### src/rtl/mdom_wvb_hdr_writer.sv
// ============================================================================
// Module   : mdom_wvb_hdr_writer
// Brief    : Captures waveform-buffer event context at trig, closes the event
//            on evt_done and writes one packed header into the header FIFO.
//            Optional: define MDOM_WVB_HDR_DROP_CNT_EN to add drop_cnt.
// Revision : 1.0 - initial release
// ============================================================================
`default_nettype none

module mdom_wvb_hdr_writer (
  input  logic         clk,
  input  logic         rst_n,
  input  logic         trig,
  input  logic [48:0]  trig_ltc,
  input  logic [10:0]  trig_addr,
  input  logic [1:0]   trig_src_in,
  input  logic         cnst_run_in,
  input  logic [4:0]   pre_conf_in,
  input  logic         sync_rdy_in,
  input  logic [18:0]  bsum_in,
  input  logic [2:0]   bsum_len_sel_in,
  input  logic         bsum_valid_in,
  input  logic         evt_done,
  input  logic [10:0]  done_addr,
  output logic [102:0] hdr_bundle,
  output logic         hdr_wr,
  input  logic         hdr_full,
  output logic         busy,
  output logic         ovfl,
  input  logic         ovfl_clr
`ifdef MDOM_WVB_HDR_DROP_CNT_EN
  ,
  output logic [15:0]  drop_cnt
`endif
);

  localparam logic [1:0] c_st_idle  = 2'd0;
  localparam logic [1:0] c_st_acq   = 2'd1;
  localparam logic [1:0] c_st_write = 2'd2;

  logic [1:0]   r_state;
  logic [102:0] r_hdr;
  logic         r_ovfl;
  logic         w_drop;
  logic [10:0]  w_stop_at_trig;

  // Any trig that arrives while an event is still open is lost.
  assign w_drop = trig && (r_state != c_st_idle);

  // A same-cycle evt_done makes this a single-sample event.
  assign w_stop_at_trig = evt_done ? done_addr : r_hdr[70:60];

  always_ff @(posedge clk or negedge rst_n) begin
    if (!rst_n) begin
      r_state <= c_st_idle;
      r_hdr   <= '0;
    end else begin
      case (r_state)
        c_st_idle: begin
          if (trig) begin
            r_hdr <= {bsum_valid_in, bsum_len_sel_in, bsum_in, sync_rdy_in,
                      pre_conf_in, cnst_run_in, trig_src_in,
                      w_stop_at_trig, trig_addr, trig_ltc};
            r_state <= evt_done ? c_st_write : c_st_acq;
          end
        end
        c_st_acq: begin
          if (evt_done) begin
            r_hdr[70:60] <= done_addr;
            r_state      <= c_st_write;
          end
        end
        c_st_write: begin
          if (!hdr_full) begin
            r_state <= c_st_idle;
          end
        end
        default: r_state <= c_st_idle;
      endcase
    end
  end

  always_ff @(posedge clk or negedge rst_n) begin
    if (!rst_n) begin
      r_ovfl <= 1'b0;
    end else if (w_drop) begin
      r_ovfl <= 1'b1;
    end else if (ovfl_clr) begin
      r_ovfl <= 1'b0;
    end
  end

`ifdef MDOM_WVB_HDR_DROP_CNT_EN
  logic [15:0] r_drop_cnt;

  always_ff @(posedge clk or negedge rst_n) begin
    if (!rst_n) begin
      r_drop_cnt <= '0;
    end else if (ovfl_clr) begin
      r_drop_cnt <= {15'd0, w_drop};
    end else if (w_drop && (r_drop_cnt != 16'hFFFF)) begin
      r_drop_cnt <= r_drop_cnt + 16'd1;
    end
  end

  assign drop_cnt = r_drop_cnt;
`endif

  // Write strobe follows hdr_full directly so the FIFO sees it the same cycle.
  assign hdr_wr     = (r_state == c_st_write) && !hdr_full;
  assign hdr_bundle = r_hdr;
  assign busy       = (r_state != c_st_idle);
  assign ovfl       = r_ovfl;

endmodule

`default_nettype wire

### config.mk
export PLATFORM = sky130hd
export DESIGN_NAME = mdom_wvb_hdr_writer
export DESIGN_NICKNAME = d
export VERILOG_FILES = /design/src/rtl/mdom_wvb_hdr_writer.sv
export SDC_FILE = /design/constraint.sdc
export NUM_CORES = 1
export LEC_CHECK = 0
export CORE_UTILIZATION = 35
export CTS_BUF_LIST = sky130_fd_sc_hd__clkbuf_4
export DETAILED_ROUTE_END_ITERATION = 8
export PLACE_DENSITY = 0.76
export SYNTH_ARGS = -nofsm -noshare
export SYNTH_HDL_FRONTEND = slang
export SYNTH_SLANG_ARGS = --single-unit
### constraint.sdc
create_clock -name clk -period 1.5 [get_ports clk]
set_input_delay 0.375 -clock clk [delete_from_list [all_inputs] [get_ports clk]]
set_output_delay 0.375 -clock clk [all_outputs]
set_load 0.03 [all_outputs]
==> impl_results.md <==
* Status: complete, but fails checks
* Violated checks: setup timing
* Port Buf Inserts at 214
* Post-Syn Instances at 231
* Critical Path AT at 2.08 ns
* Final Skew at 0.01468 ns
* Pwr dens at 1521 nW/um2
* Min Tclk post-route at 1.735 ns
* Maximum clock rate at 576.2 MHz
* Flops & latches, synth at 106
* Cell taking the most area after synthesis: dfrtp_1
* Vias in the first global route at 3008
* Max Slew Vio Count at 0
* Routed Antenna Nets at 0
* CTS Buf Count at 9
* Synth area leaders: dfrtp_1 66%, mux2_2 24%, mux2_4 3.4%
* Root buffer cell: clkbuf_4
* RSZ-0062 raised after global routing: yes
* Die area at 11950 um2
* GR Overflow Total at 0
* Hpwl dp at 7384 um
* Endpoints failing hold at 0
* Worst-path clk slew at 0.15 ns
* Final Setup Violations at 94
* GRT Overall Usage at 0.1809
* Max cap viols at 0
* First DRT Iteration DRCs at 88
* Post-synth ARST share at 1.000
* CTS tree: done
* YS warnings at 0
* Final core occ at 0.5998
* Vias per inst at 4.694
* Vias at 2887
* GPL Wtd Cong at 0.7032
* Required time of the critical path at 1.84 ns
* Mapped Area at 4031 um2
* Rel. slew slack at 0.7871
* Rows at 38
* Worst-Skew Late Latency at 0.45 ns
* Clk buf depth at 2
* Leakage at 3.187 nW
* WL per Instance at 18.32 um
* DRC Markers at 0
* Crit Path Class: flip-flop to flip-flop
* Hold crit path type: primary input to async pin
* CP max FO at 9
* Dominant synthesized flop cell: dfrtp_1
* Chip height at 109.3 um
* Synth cell count leaders: 106 x dfrtp_1, 87 x mux2_2, 10 x buf_6, 9 x mux2_4, 7 x mux2_1
* Syn Nets at 340
* Largest net degree at the start of global routing at 50
* Seq/Total Area, Yosys at 0.6580
* # IOs at 215
* Nets at 579
* Startpoint Class: flip-flop
* VDD IR max at 0.0007363 V
* Mean Syn Cell Area at 17.45 um2
* Most frequent cell after synthesis: dfrtp_1
* Tcrit/Tclk final at 1.157
* Share of layout cells above drive strength 1 at 0.5305
* Worst slew pin tran at 0.3193 ns
* Post-synthesis cell type count at 16
* Core Area at 11030 um2
* Final worst slack at -0.2354 ns
* H-tree Lvls at 3
* # diodes at 0
* CP Capture Type: flip-flop
* Antenna violations before repair at 0
* Die W at 109.3 um
* Area grow syn2layout at 64.12%
* Initial core utilization at 0.3655
* Drt first pass iters at 4
* Global-route wire length before repair at 15920 um
* Yosys top cell area share at 0.6580
* CTS sink cnt at 106
* Fillers at 875
* Number of synthesized flops with an enable pin at 0
* Post-Route WL at 11270 um
* PnR Total Power at 0.01006 W
## per-stage QoR
stage	setup TNS [ns]	std cells	instance area (um2)	hold WS [ns]	setup WS, ns
final	-17.33	615	6616	0.3415	-0.2354
after global routing	-24.54	615	6616	0.3255	-0.3135
after CTS	-19.23	611	6419	0.3168	-0.2747
after detailed placement	-45.50	584	6361	0.2886	-0.4721
after global placement	-41.62	584	6361	0.2876	-0.4155
after floorplan	-3.083	231	4044	0.07941	-0.04147
## sequential cells by signal, indices dropped and copies added (netlist names)
signal      cells
ovfl            1
r_state         2
hdr_bundle    103
## what timing repair did
item	CTS	global route
buffers inserted	5	4
endpoints found under the setup margin	204	96
cloned	5	3
resized for setup	586	43
pin swaps	3	1
hold endpoints to repair	18	0
hold buffers	1	0
## path summary, 6_finish.rpt
kind | start | to | slack [ns] | cells after the start
max | r_state[0] | hdr_bundle[96] | -0.24 | 7
min | rst_n | hdr_bundle[40] | 0.34 | 2
max reg2reg | r_state[0] | hdr_bundle[96] | -0.24 | 7
min reg2reg | hdr_bundle[60] | hdr_bundle[60] | 0.52 | 1
max in group asynchronous | rst_n | hdr_bundle[1] | 0.58 | 3
min in group clk | evt_done | r_state[0] | 0.50 | 2
## routing by layer
layer	share of wire	wire (um)	GRT usage
met1	0.42	4700	0.2135
met2	0.49	5524	0.3091
met3	0.078	883	0.05572
met4	0.014	159	0.06857
met5	0	0	0
## power by group
| group | internal (W) | switching [W] |
|---|---|---|
| Sequential | 0.00361 | 0.000388 |
| Combinational | 0.00209 | 0.00252 |
| Clock | 0.000555 | 0.000899 |
| Total | 0.00625 | 0.00381 |
## layout make-up
class                      instances  area (um2)  area share
clock inverter                     4       42.54    0.006430
sequential                       106        2653      0.4009
tap                              140       175.2     0.02648
multi-input combinational        113        1623      0.2453
inverter                           2       7.507    0.001135
timing repair buffer             238        2026      0.3062
clock buffer                      12       90.09     0.01362
## kinds of logic (layout without fill, tap and decap cells)
group | Yosys count | count (layout) | synth area share
buffers and inverters | 13 | 256 | 0.03104
DFF | 106 | 106 | 0.6580
and+or+nand+nor | 8 | 9 | 0.01273
AOI/OAI and AO/OA | 1 | 1 | 0.002173
muxes | 103 | 103 | 0.2961
## layout by cell type (no fill, tap or decap), drive strengths merged
master / count
or3b: 2
nand2: 1
bufinv: 1
clkbuf: 16
inv: 2
a22o: 1
dlygate4sd3: 1
mux2: 103
nand3b: 1
dfrtp: 106
nor3b: 1
nor2: 2
or2: 1
buf: 126
clkinv: 3
clkdlybuf4s50: 107
nor3: 1
## worst max-delay path, stage by stage (launching register included)
cell	delay (ns)
dfrtp_1	0.41
or2_4	0.26
buf_6	0.12
nor2_4	0.14
buf_12	0.19
buf_4	0.12
buf_4	0.11
mux2_4	0.29
Note: power is estimated with default switching activity, not from simulation.
